[config.mk]
export PLATFORM = sky130hd
export DESIGN_NAME = ls298_demux
export DESIGN_NICKNAME = d
export VERILOG_FILES = /design/src/rtl/ls298_demux.sv
export SDC_FILE = /design/constraint.sdc
export NUM_CORES = 1
export LEC_CHECK = 0
export ABC_AREA = 1
export CORE_UTILIZATION = 47
export CTS_BUF_LIST = sky130_fd_sc_hd__clkbuf_8
export DETAILED_ROUTE_END_ITERATION = 7
export PLACE_DENSITY_LB_ADDON = 0.15
export SLEW_MARGIN = 20
export SYNTH_ARGS = -nofsm -noshare
export SYNTH_HDL_FRONTEND = slang
export SYNTH_SLANG_ARGS = --single-unit
[constraint.sdc]
create_clock -name clk -period 1.45 [get_ports clk]
set_clock_uncertainty 0.2 [all_clocks]
set_input_delay 0.29 -clock clk [delete_from_list [all_inputs] [get_ports clk]]
set_output_delay 0.29 -clock clk [all_outputs]
set_load 0.02 [all_outputs]
[src/rtl/ls298_demux.sv]
// ls298_demux: consumer side of a 74LS298-style muxed nibble bus.
// Strobed nibbles are steered into bank 0 or bank 1 by the select bit.
// A complete pair is presented on q0/q1 with a valid/ready handshake.
// Consumed pairs are counted modulo 2^CNT_W. All state moves on the
// falling clock edge, as the 298 does.
module ls298_demux #(
  parameter int WIDTH = 4,
  parameter int CNT_W = 8
) (
  input  logic             clk,
  input  logic             clr_n,
  input  logic [WIDTH-1:0] d,
  input  logic             s,
  input  logic             stb,
  input  logic             rdy,
  output logic [WIDTH-1:0] q0,
  output logic [WIDTH-1:0] q1,
  output logic             valid,
  output logic             ovf,
  output logic [CNT_W-1:0] pairs
);

  // Capture progress. HAVE0/HAVE1 double as the h0/h1 "bank captured" flags.
  localparam logic [1:0] EMPTY = 2'd0;
  localparam logic [1:0] HAVE0 = 2'd1;
  localparam logic [1:0] HAVE1 = 2'd2;
  localparam logic [1:0] FULL  = 2'd3;

  logic [1:0]       state, state_nx;
  logic [WIDTH-1:0] b0, b0_nx;
  logic [WIDTH-1:0] b1, b1_nx;
  logic [WIDTH-1:0] q0_nx, q1_nx;
  logic             valid_nx;
  logic             ovf_nx;
  logic [CNT_W-1:0] pairs_nx;
  logic             consume;
  logic             h0, h1;

  // Delivered-pair counter step; wraps naturally at 2^CNT_W.
  function automatic logic [CNT_W-1:0] pairs_inc(input logic [CNT_W-1:0] c);
    return c + {{(CNT_W-1){1'b0}}, 1'b1};
  endfunction

  // The capture flags are pure views of the state register.
  assign h0 = (state == HAVE0);
  assign h1 = (state == HAVE1);

  // A transfer happens only while a pair is actually held.
  assign consume = valid & rdy;

  // Next-state and datapath steering.
  always_comb begin
    state_nx = state;
    b0_nx    = b0;
    b1_nx    = b1;
    q0_nx    = q0;
    q1_nx    = q1;
    ovf_nx   = ovf;
    pairs_nx = pairs;
    case (state)
      EMPTY: begin
        if (stb) begin
          if (s) begin
            b1_nx    = d;
            state_nx = HAVE1;
          end else begin
            b0_nx    = d;
            state_nx = HAVE0;
          end
        end
      end
      HAVE0: begin
        if (stb) begin
          if (s) begin
            // Second half arrives: pair the held bank-0 nibble with the bus.
            b1_nx    = d;
            q0_nx    = b0;
            q1_nx    = d;
            state_nx = FULL;
          end else begin
            // Repeated bank: the latest nibble wins silently.
            b0_nx    = d;
          end
        end
      end
      HAVE1: begin
        if (stb) begin
          if (!s) begin
            b0_nx    = d;
            q0_nx    = d;
            q1_nx    = b1;
            state_nx = FULL;
          end else begin
            b1_nx    = d;
          end
        end
      end
      default: begin
        if (consume) begin
          pairs_nx = pairs_inc(pairs);
          // A strobe in the consume cycle starts the next pair at once.
          if (stb) begin
            if (s) begin
              b1_nx    = d;
              state_nx = HAVE1;
            end else begin
              b0_nx    = d;
              state_nx = HAVE0;
            end
          end else begin
            state_nx = EMPTY;
          end
        end else if (stb) begin
          // No room for the nibble: drop it and remember that it happened.
          ovf_nx = 1'b1;
        end
      end
    endcase
    valid_nx = (state_nx == FULL);
  end

  // Falling-edge state update with immediate asynchronous clear.
  always_ff @(negedge clk or negedge clr_n) begin
    if (!clr_n) begin
      state <= EMPTY;
      b0    <= '0;
      b1    <= '0;
      q0    <= '0;
      q1    <= '0;
      valid <= 1'b0;
      ovf   <= 1'b0;
      pairs <= '0;
    end else begin
      state <= state_nx;
      b0    <= b0_nx;
      b1    <= b1_nx;
      q0    <= q0_nx;
      q1    <= q1_nx;
      valid <= valid_nx;
      ovf   <= ovf_nx;
      pairs <= pairs_nx;
    end
  end

  // h0/h1 are kept for visibility in waveforms and future status ports.
  logic unused_flags;
  assign unused_flags = h0 ^ h1;

endmodule

# After elaboration in Yosys (flattened, before gate mapping)
# Cells that the tools add are included.
# W data, S select, Z words.
[totals]
register_bits = 28
elab_cells = 53
[classes]
addsub = 1
n_eq_ne = 7
muxes = 27
bitwise_logic = 3
n_reduce_logical = 7
[ops]
columns = ["op", "count"]
rows = [
  ["$mux W4", 16],
  ["$mux W2", 8],
  ["$pmux W4 S2", 2],
  ["$add A8 B1 Y8 const B", 1],
  ["$ne A2 B2 Y1 const B", 4],
  ["$pmux W2 S3", 1],
  ["$reduce_and A5 Y1", 1],
  ["$eq A2 B2 Y1 const B", 2],
  ["$reduce_bool A2 Y1", 2],
  ["$reduce_and A3 Y1", 1],
  ["$reduce_or A3 Y1", 1],
  ["$eq A2 B1 Y1 const B", 1],
  ["$logic_not A2 Y1", 1],
  ["$not A1 Y1", 2],
  ["$reduce_and A2 Y1", 1],
  ["$and A1 B1 Y1", 1],
]

# Depth between registers and ports, before layout
# Gate-level depths: netlist of run 1.
[depth]
ltp_word = 5
depth_mapped = 7

==> out/metrics.cfg, run 1 <==
[run_status]
outcome=complete, but fails checks
violations=setup timing

[floorplanning]
initial_utilization_pct=49.1
die_h_um=55.4
io_pins=27
die_w_um=55.4
core_area_um2=2730
dieArea_um2=3070
rows=19

[worst_setup_path]
critical-path-top-delay-family=flip-flops
cp_slowest_cell=dfrtn_1
critPathBufInv=1
cp-start-kind=flop
worstPathMaxFanout=2
crit_chain=buf_6
cp.required_ps=960
crit_type=reg -> out
worstSetupEndpointType=output port
cp.arrival_ps=1590
crit_path_max_incr_delay_ps=450

[clock_tree]
clk_pin_slew_ps=60
cts_buffer_depth=2
cts_max_level=1
numCtsBuffers=3
ctsRootBufferMaster=clkbuf_8
insertion_delay_ps=280
cts_num_sinks=28
cts_tree=built

[synth]
syn_nets=167
synth_seq_area_share_pct=52.2
synth_ff_type=dfrtn_1
yosys_warnings=0
yosysTopAreaCell=dfrtn_1
syn_avg_cell_area_um2=8.55
ys_top_cells_by_count=nand2_1, dfrtn_1, inv_1
synth_area_leaders=dfrtn_1, nand2_1, nand2_4, inv_1, nand3_1
synth_edf_count=0
syn-cell-area_um2=1340
postSynth.asyncResetShare_pct=100
syn_inst=157
yosysMostFrequentCell=nand2_1
synth_seq_cells=28
netlist.area_leader.share_pct=52.2
synthDistinctLibCells=21

[power_and_ir_drop]
comb_power_share_pct=61.4
cellPowerDensity_nw_per_um2=2080
pwr-share-seq_pct=28.7
power.switching_mw=2.08
intPower_mw=2.83
clkPwrFrac_pct=9.9
p_leak_nw=1.17
ir_drop_v=0.00197
swShare_pct=42.3
finalPower_mw=4.90

[finish]
drive_above_1_share_pct=57.7
diodes=0
fillers=127
register_area_um2=701
layout.nets=238
area_delta_synth_final_pct=75.9
fin_area_um2=2360
multi_input_area_um2=853

[placed_design]
pre_cts_slack_ps=-1070
io_buffers=26
hpwl_um=2120
gp_congestion=0.754
post_dp_cell_area_um2=1860

[timing]
worst_pin_slew_ps=334
fin_ws_ps=-631
rsz0062_at_grt=yes
slew_headroom_pct=77.7
setup-violations-final=46
report.final.slew_viol_count=0
finalHoldViolCount=0

[global_route]
grt_first_pass_wirelength_um=5720
antenna_found_initial=0
grt_pass1_vias=1251
grt_max_degree=29
gr-total-overflow=0
grt.total_usage_pct=23.8

[drt]
drt-wirelength-per-cell_um=16.0
firstDrtPassIters=4
vias=1360
drc=0
first_iter_violations=54
vias_per_cell=5.27
ant_nets=0
wl_um=4120

[min_path]
hold_path_class=reg -> reg

[flow_run]
cap_violations=0

-- logic make-up (layout without fill, tap and decap cells) --
family / Yosys count / count (layout) / share of synthesized area (%)
AO/OA/AOI/OAI: 19 / 19 / 7.27
XOR/XNOR: 4 / 4 / 2.61
flip-flops: 28 / 28 / 52.2
AND/OR/NAND/NOR: 88 / 91 / 31.7
buffers and inverters: 17 / 84 / 5.31
adder cells (fa/ha/maj): 1 / 1 / 0.932
-- cell usage in the layout, fill, tap and decap left out, drive strengths merged, types with 3 or more instances in the layout --
cell / count
nand2: 65
buf: 59
dfrtn: 28
inv: 16
o21ai: 13
nand3: 12
nor2: 12
a21oi: 5
clkbuf: 4
dlygate4sd2: 4
xor2: 3
-- cell type report --
type                            instances  share of cell area (%)
Sequential cell                        28                    29.7
Inverter                               16                    3.29
Clock buffer                            4                    2.33
Tap cell                               31                    1.64
Multi-Input combinational cell        115                    36.1
Timing Repair Buffer                   64                    26.9
-- final timing paths --
kind | slack, ps | cells after the start | end | startpoint
min reg2reg | 250 | 2 | b0[3] | b0[3]
max reg2reg | -140 | 6 | q1[0] | state[1]
max in group asynchronous | 70 | 2 | q0[0] | clr_n
min in group asynchronous | 780 | 2 | ovf | clr_n
max | -630 | 1 | pairs[5] | pairs[5]
min | 250 | 2 | b0[3] | b0[3]
-- power groups by stage --
stage,clock [mW],combinational (mW),sequential (mW)
2_1_floorplan,0,0.841,1.61
3_3_place_gp,0,1.94,1.34
3_5_place_dp,0,1.99,1.35
4_1_cts,0.490,2.54,1.37
5_1_grt,0.515,3.21,1.44
6_report,0.486,3.01,1.41
-- routing by layer --
metal / share of wire (%) / up-vias / GRT usage (%)
met5: 0 / - / 0
met4: 1.6 / 0 / 7.14
met3: 5.1 / 8 / 3.98
met2: 52 / 59 / 39.4
met1: 41 / 650 / 32.1
li1: - / 643 / -
-- through the flow --
step                      hold WS, ps  utilization (%)  instances  setup TNS, ps
after floorplan                   214                -        157         -13520
after CTS                         245             79.4        249         -16990
after detailed placement          241             68.1        234         -47690
after global placement            225             68.1        234         -46430
after global routing              264             86.4        258         -17800
final                             246             86.4        258         -16700
-- state kept, by name, summed over array words and instances (netlist names) --
name   cells
q0         4
pairs      8
b1         4
q1         4
b0         4
valid      1
ovf        1
state      2
-- timing repair --
item | CTS | global route
gates cloned | 3 | 0
pin swaps | 20 | 22
hold buffers | 0 | 0
resized for setup | 172 | 37
setup endpoints to repair | 46 | 46
setup buffers | 8 | 11
Note: power is estimated with default switching activity, not from simulation.
==> run 2: changes to the inputs <==
--- a/config.mk
+++ b/config.mk
@@ -6,10 +6,12 @@
 export NUM_CORES = 1
 export LEC_CHECK = 0
 export ABC_AREA = 1
-export CORE_UTILIZATION = 47
+export CELL_PAD_IN_SITES_DETAIL_PLACEMENT = 0
+export CELL_PAD_IN_SITES_GLOBAL_PLACEMENT = 1
+export CORE_UTILIZATION = 35
 export CTS_BUF_LIST = sky130_fd_sc_hd__clkbuf_8
 export DETAILED_ROUTE_END_ITERATION = 7
-export PLACE_DENSITY_LB_ADDON = 0.15
+export PLACE_DENSITY_LB_ADDON = 0.1
 export SLEW_MARGIN = 20
 export SYNTH_ARGS = -nofsm -noshare
 export SYNTH_HDL_FRONTEND = slang
==> run 2 against run 1 <==
The run still ends with setup timing left. Global-route usage is 6.1 points lower. Sequential power hardly changed. Power is 8.3% lower. Hold slack worse by 7.7 ps. Register-to-register slack better by 60 ps. Routed wire length is 21% lower. Via count is 10% lower. Critical path type unchanged.
==> out/metrics.cfg, run 2 (synthesis gave the netlist of run 1 again) <==
[run_status]
outcome=complete, but fails checks
violations=setup timing

[worst_setup_path]
crit_path_max_incr_delay_ps=440
cp.required_ps=960
cp-endpoint=q1[3]
rr_endpoint=q0[3]
cp.arrival_ps=1580
crit_type=reg -> out
cp-start-kind=flop
r2r-start=state[0]
worstPathMaxFanout=2
worstSetupEndpointType=output port
crit_chain=buf_6
critical-path-top-delay-family=flip-flops
crit_start=q1[3]
worstRegToRegCells=5
cp_slowest_cell=dfrtn_1
reg2reg_slack_ps=-80
critPathBufInv=1
cp.depth=1

[floorplanning]
dieArea_um2=4090
rows=22
initial_utilization_pct=36.7
io_pins=27
die_w_um=63.9
core_area_um2=3660
die_h_um=63.9

[clock_tree]
insertion_delay_ps=280
numCtsBuffers=3
clk_pin_slew_ps=60
ctsRootBufferMaster=clkbuf_8
cts_tree=built
cts_buffer_depth=2
cts_hold_buf=0
cts_num_sinks=28
cts_max_level=1

[finish]
diodes=0
fillers=333
multi_input_area_um2=826
largest_register_ffs=8
register_area_um2=701
drive_above_1_share_pct=51.1
layout_commonest_cell=nand2_1
largest_register=pairs
final_cell_mix=nand2_1, dfrtn_1, buf_4, buf_6, nand2_4
area_delta_synth_final_pct=68.6
layout.nets=230

[placed_design]
hpwl_um=2130
gp_congestion=0.770
io_buffers=26

[global_route]
grt_max_degree=29
grt.total_usage_pct=17.7
antenna_found_initial=0
gr-total-overflow=0
grt_first_pass_wirelength_um=5500
grt_pass1_vias=1175

[timing]
setup-violations-final=46
finalHoldViolCount=0
fin_ws_ps=-622
rsz0062_at_grt=yes
report.final.slew_viol_count=0
worst_pin_slew_ps=303
slew_headroom_pct=79.8
whs_ps=239

[power_and_ir_drop]
swShare_pct=41.6
power.switching_mw=1.87
finalPower_mw=4.50
ir_drop_v=0.000993
clkPwrFrac_pct=10.9
p_leak_nw=1.13
intPower_mw=2.62
cellPowerDensity_nw_per_um2=1990
pwr-share-seq_pct=30.7
comb_power_share_pct=58.4

[drt]
drt-wirelength-per-cell_um=12.2
vias_per_cell=4.57
wl_um=3270
vias=1219
first_iter_violations=22
drc=0
ant_nets=0
firstDrtPassIters=4

[flow_run]
cap_violations=0

[min_path]
hold_path_class=reg -> reg

-- run 2: what timing repair did --
action / 4_1_cts / 5_1_grt
cloned: 3 / 0
setup buffers: 4 / 3
endpoints found under the setup margin: 46 / 46
gates resized for setup: 166 / 26
pin swaps: 17 / 16
-- run 2: worst min-delay path by stage --
| stage | slack [ps] | from | endpoint | cells after the start |
|---|---|---|---|---|
| finish | 240 | b0[1] | b0[1] | 2 |
| global route | 250 | b1[2] | b1[2] | 2 |
| CTS | 240 | b0[1] | b0[1] | 2 |
| detailed placement | 230 | b0[1] | b0[1] | 2 |
| global placement | 230 | b0[2] | b0[2] | 2 |
| floorplan | 210 | b0[0] | b0[0] | 2 |
-- run 2: layout make-up --
cell class,count,share of cell area (%)
Clock buffer,4,2.43
Inverter,16,3.32
Multi-Input combinational cell,115,36.5
Sequential cell,28,31.0
Tap cell,48,2.65
Timing Repair Buffer,56,24.2
-- run 2: power groups by stage --
| stage | clock network, mW | logic [mW] | registers (mW) |
|---|---|---|---|
| after floorplan | 0 | 0.841 | 1.61 |
| after global placement | 0 | 2.03 | 1.32 |
| after detailed placement | 0 | 2.06 | 1.33 |
| after CTS | 0.503 | 2.44 | 1.36 |
| after global routing | 0.530 | 2.84 | 1.42 |
| final | 0.490 | 2.62 | 1.38 |
-- run 2: routing by layer --
metal	vias up	wire length, um	GRT usage (%)
li1	621	-	-
met1	567	1620	24.6
met2	26	1480	27.1
met3	5	123	3.21
met4	0	51	7.39
met5	-	0	0
-- run 2: metrics by stage --
step                      worst slack, ps  utilization (%)  instances  setup TNS, ps  cell area [um2]
after floorplan                      -361                -        157         -13520             1400
after global placement              -1010             52.1        254         -46890             1910
after detailed placement            -1050             52.1        254         -47810             1910
after CTS                            -627             58.7        265         -16280             2150
after global routing                 -651             61.8        267         -17730             2260
final                                -622             61.8        267         -16180             2260
